**config.mk**
```make
export PLATFORM = sky130hd
export DESIGN_NAME = pc_stack_unit
export DESIGN_NICKNAME = d
export VERILOG_FILES = /design/src/rtl/pc_stack_unit.sv
export SDC_FILE = /design/constraint.sdc
export NUM_CORES = 1
export LEC_CHECK = 0
export BUFFER_PORTS_ARGS = -buffer_cell sky130_fd_sc_hd__buf_4
export CORE_MARGIN = 2
export CORE_UTILIZATION = 52
export CTS_CLUSTER_SIZE = 30
export DETAILED_ROUTE_END_ITERATION = 12
export PLACE_DENSITY = 0.79
export SLEW_MARGIN = 20
export SYNTH_ARGS = -nofsm -noshare
export SYNTH_HDL_FRONTEND = slang
export SYNTH_SLANG_ARGS = --single-unit
export TNS_END_PERCENT = 5
```
**constraint.sdc**
```tcl
create_clock -name clk -period 1.9 [get_ports clk]
set_clock_uncertainty 0.2 [all_clocks]
set_input_delay 0.19 -clock clk [delete_from_list [all_inputs] [get_ports clk]]
set_output_delay 0.19 -clock clk [all_outputs]
set_load 0.03 [all_outputs]
```
**src/rtl/pc_stack_unit.sv**
```systemverilog
// Program counter and hardware return stack: registers the fetch address, applies
// branch/return/PCL updates from decode, and flags the wasted fetch slot behind them.
package pc_stack_pkg;
    typedef enum logic [1:0] {
        PC_UPDATE_INC     = 2'd0,
        PC_UPDATE_JUMP    = 2'd1,
        PC_UPDATE_RET     = 2'd2,
        PC_UPDATE_PCL_MOD = 2'd3
    } pc_update_sel_t;
endpackage

module pc_stack_unit
    import pc_stack_pkg::*;
#(
    parameter logic [11:0] RESET_VEC   = 12'h7FF,
    parameter int          STACK_DEPTH = 2,
    localparam int         DW          = $clog2(STACK_DEPTH + 1)
) (
    input  logic          clk,
    input  logic          rst_n,
    input  logic          inst_valid_in,
    input  logic [1:0]    pc_update_sel_in,
    input  logic [11:0]   jump_addr_in,
    input  logic          stack_push_in,
    input  logic          stack_pop_in,
    input  logic          skip_in,
    input  logic [1:0]    page_in,
    input  logic [7:0]    pcl_data_in,
    output logic [11:0]   pc_out,
    output logic [7:0]    pcl_out,
    output logic          flush_out,
    output logic [DW-1:0] stack_depth_out,
    output logic          stack_ovf_out,
    output logic          stack_unf_out
);

    localparam logic [DW-1:0] FULL = DW'(STACK_DEPTH);

    pc_update_sel_t sel;
    assign sel = pc_update_sel_t'(pc_update_sel_in);

    logic [11:0]   pc_q, pc_d;
    logic          flush_q, flush_d;
    logic [11:0]   stack_q [STACK_DEPTH];
    logic [11:0]   stack_d [STACK_DEPTH];
    logic [DW-1:0] depth_q, depth_d;
    logic          ovf_q, ovf_d;
    logic          unf_q, unf_d;

    // The return address is the current fetch address: while A executes, A+1 is in fetch.
    always_comb begin
        stack_d = stack_q;
        depth_d = depth_q;
        ovf_d   = ovf_q;
        unf_d   = unf_q;
        pc_d    = pc_q + 12'd1;
        flush_d = 1'b0;

        if (inst_valid_in) begin
            unique case (sel)
                PC_UPDATE_INC: flush_d = skip_in;
                PC_UPDATE_JUMP: begin
                    pc_d    = jump_addr_in;
                    flush_d = 1'b1;
                end
                PC_UPDATE_RET: begin
                    pc_d    = stack_q[0];
                    flush_d = 1'b1;
                end
                PC_UPDATE_PCL_MOD: begin
                    pc_d    = {1'b0, page_in, 1'b0, pcl_data_in};
                    flush_d = 1'b1;
                end
            endcase

            // Push wins over a simultaneous pop; flags follow whichever operation ran.
            if (stack_push_in) begin
                for (int i = STACK_DEPTH - 1; i > 0; i--) stack_d[i] = stack_q[i-1];
                stack_d[0] = pc_q;
                if (depth_q == FULL) ovf_d   = 1'b1;
                else                 depth_d = depth_q + DW'(1);
            end else if (stack_pop_in) begin
                for (int i = 0; i < STACK_DEPTH - 1; i++) stack_d[i] = stack_q[i+1];
                if (depth_q == '0) unf_d   = 1'b1;
                else               depth_d = depth_q - DW'(1);
            end
        end
    end

    always_ff @(posedge clk) begin
        if (!rst_n) begin
            pc_q    <= RESET_VEC;
            flush_q <= 1'b1;
            // NOTE: the return stack is a handful of flops, so it is cleared on reset like any other state.
            for (int i = 0; i < STACK_DEPTH; i++) stack_q[i] <= 12'h000;
            depth_q <= '0;
            ovf_q   <= 1'b0;
            unf_q   <= 1'b0;
        end else begin
            pc_q    <= pc_d;
            flush_q <= flush_d;
            stack_q <= stack_d;
            depth_q <= depth_d;
            ovf_q   <= ovf_d;
            unf_q   <= unf_d;
        end
    end

    assign pc_out          = pc_q;
    assign pcl_out         = pc_q[7:0];
    assign flush_out       = flush_q;
    assign stack_depth_out = depth_q;
    assign stack_ovf_out   = ovf_q;
    assign stack_unf_out   = unf_q;

endmodule
```
==> impl_metrics.tcl <==
set metrics [dict create \
    die_w_um 67.7 \
    grt_overflow 0 \
    drc 0 \
    crit_slowest_cell "dfxtp_1" \
    post-route-period-util 0.824 \
    netlist_instances 232 \
    clock_path_buffers 2 \
    yosys-top-cells-area "dfxtp_1, nand2_1, mux2i_1" \
    mostFrequentLayoutCells "buf_4, nand2_1, dfxtp_1, mux2i_1, a21boi_0" \
    power.total_mw 2.27 \
    finalSetupViolCount 0 \
    ios 55 \
    run_status "complete, no violations" \
    slew_violations 0 \
    grt_pass1_wl_mm 7.81 \
    grt_pass1_vias 1574 \
    crit_path_cell_trace "ha_1 > nand2_1 > nor3_1 > xnor2_1 > o211ai_1" \
    postCtsSetupBuffers 0 \
    cap_viol_max_count 0 \
    critPathCaptureType "register" \
    placementRows 23 \
    synth_top_area_cell "dfxtp_1" \
    synth.top_cell.area_share 0.389 \
    io_buffers 54 \
    hold_class "in2reg" \
    rsz0062_at_grt "false" \
    drive_gt1_frac 0.257 \
    maxSlewHeadroom 0.740 \
    worst_slack_ps 334 \
    ys.flop_type "dfxtp_1" \
    path_buf_inv 0 \
    grt_max_degree 42 \
    period_needed_ps 1570 \
    synth_cell_types 38 \
    fin_tns_setup_ps 0 \
    wire_per_inst_um 15.7 \
    place_area_um2 2470 \
    worstSetupStartpointType "register" \
    gp_congestion 0.850 \
    crit_required_ps 1880 \
    hold_buffers 1 \
    worst-endpoint-arrival_ps 1540 \
    die_h_um 67.7 \
    clock.fmax_ghz 0.639 \
    vdd_drop_max_mv 0.465 \
    syn-num-nets 263 \
    netlist_area_um2 2110 \
    synth-edff-count 0 \
    crit_fanout 8 \
    start_util 0.535 \
    cellPowerDensity_nw_per_um2 879 \
    finalInstanceArea_um2 2580 \
    antenna_found_initial 0 \
    pre_cts_ws_ps 332 \
    cts_root_buffer "clkbuf_8" \
    total_leakage_power_nw 1.21 \
    layout_commonest_cell "buf_4" \
    dr.first_iter.drc_count 98 \
    ant_nets 0 \
    via_count 1839 \
    dieArea_um2 4580 \
    antenna_cells 0 \
    insertion_delay_ps 310 \
    grt_util_all_layers 0.234 \
    crit_family "flip-flops" \
    first_pass_iters 4 \
    wl_mm 5.13 \
    cts_tree "built" \
    cts.htree.levels 2 \
    final_nets 306 \
    syn_to_final_growth_pct 22.4 \
    hpwl_mm 3.58 \
    ctsResizeCount 0 \
    syn_area_per_cell_um2 9.09 \
    cts_num_sinks 41 \
    ys_async_sr_fraction 0 \
    worst_pin_slew_ps 391 \
    finalHoldViolCount 0 \
    ys_seq_area_frac 0.389 \
    core_region_area_um2 3940 \
    clk_pin_slew_worst_paths_ps 80 \
    worstSetupPathType "reg2reg" \
    ys_ff_latch 41 \
    cts_buffers 5 \
    routed_via_density 5.64 \
    cpPeakStageDelay_ps 450 \
    yosys_warnings 0 \
]
==> state kept, by name (all words and copies together) (netlist names) <==
name             cells
stack_ovf_out        1
pc_out              12
stack_unf_out        1
flush_out            1
stack_q             24
stack_depth_out      2
==> tightest hold or removal path, delay by kind of cell <==
family                 cells  cell delay (ps)
buffers and inverters      1              170
AND/OR/NAND/NOR            2              110
==> routing by layer <==
metal  GRT usage  share of wire  up-vias
li1            -              -      906
met1       0.315           0.46      872
met2       0.359           0.46       51
met3      0.0400          0.053       10
met4       0.120          0.023        0
met5           0              0        -
==> power by group <==
group	leakage, nW	total [mW]	internal (mW)	switching, mW
clock	0.0542	0.641	0.328	0.313
sequential	0.337	1.02	0.927	0.0924
combinational	0.815	0.609	0.275	0.334
==> cell usage after synthesis, types with 2 or more instances <==
cell	n
nand3b_1	2
o21ai_1	3
nand2_1	51
a22o_1	4
and2b_1	2
xor2_1	5
buf_4	9
a32oi_1	4
nor3_1	2
and2_1	4
o2bb2ai_1	2
clkbuf_1	6
o211a_1	12
nor2_1	3
nand3_1	6
mux2i_1	19
and4_1	2
a21boi_0	13
mux2_4	2
xnor2_1	7
buf_2	7
dfxtp_1	41
and3_1	2
a221oi_1	4
o21a_1	4
o21ai_0	4
==> cell type report <==
class / instances / area (um^2)
Clock buffer: 7 / 96.3
Timing Repair Buffer: 59 / 445
Sequential cell: 41 / 821
Fill cell: 323 / 1360
Clock inverter: 1 / 5.00
Tap cell: 50 / 62.6
Multi-Input combinational cell: 168 / 1150
==> stage by stage <==
stage / instances / hold slack, ps / utilization
2_1_floorplan: 232 / 101 / -
3_3_place_gp: 317 / 190 / 0.627
3_5_place_dp: 317 / 193 / 0.627
4_1_cts: 326 / 9.76 / 0.655
5_1_grt: 326 / 38.8 / 0.655
6_report: 326 / 12.4 / 0.655
==> path summary, 6_finish.rpt <==
| path | cells after the start | start | slack, ps | end |
|---|---|---|---|---|
| max | 5 | pc_out[0] | 330 | pc_out[8] |
| min | 3 | inst_valid_in | 10 | flush_out |
| max reg2reg | 5 | pc_out[0] | 330 | pc_out[8] |
| min reg2reg | 2 | stack_q[7] | 260 | stack_q[7] |
==> cell families after synthesis <==
logic type,synth area share
DFF,0.389
AOI/OAI and AO/OA,0.207
buffers and inverters,0.0646
muxes,0.115
adders and majority gates,0.00593
xor gates and xnor gates,0.0498
and+or+nand+nor,0.168
Note: power is estimated with default switching activity, not from simulation.
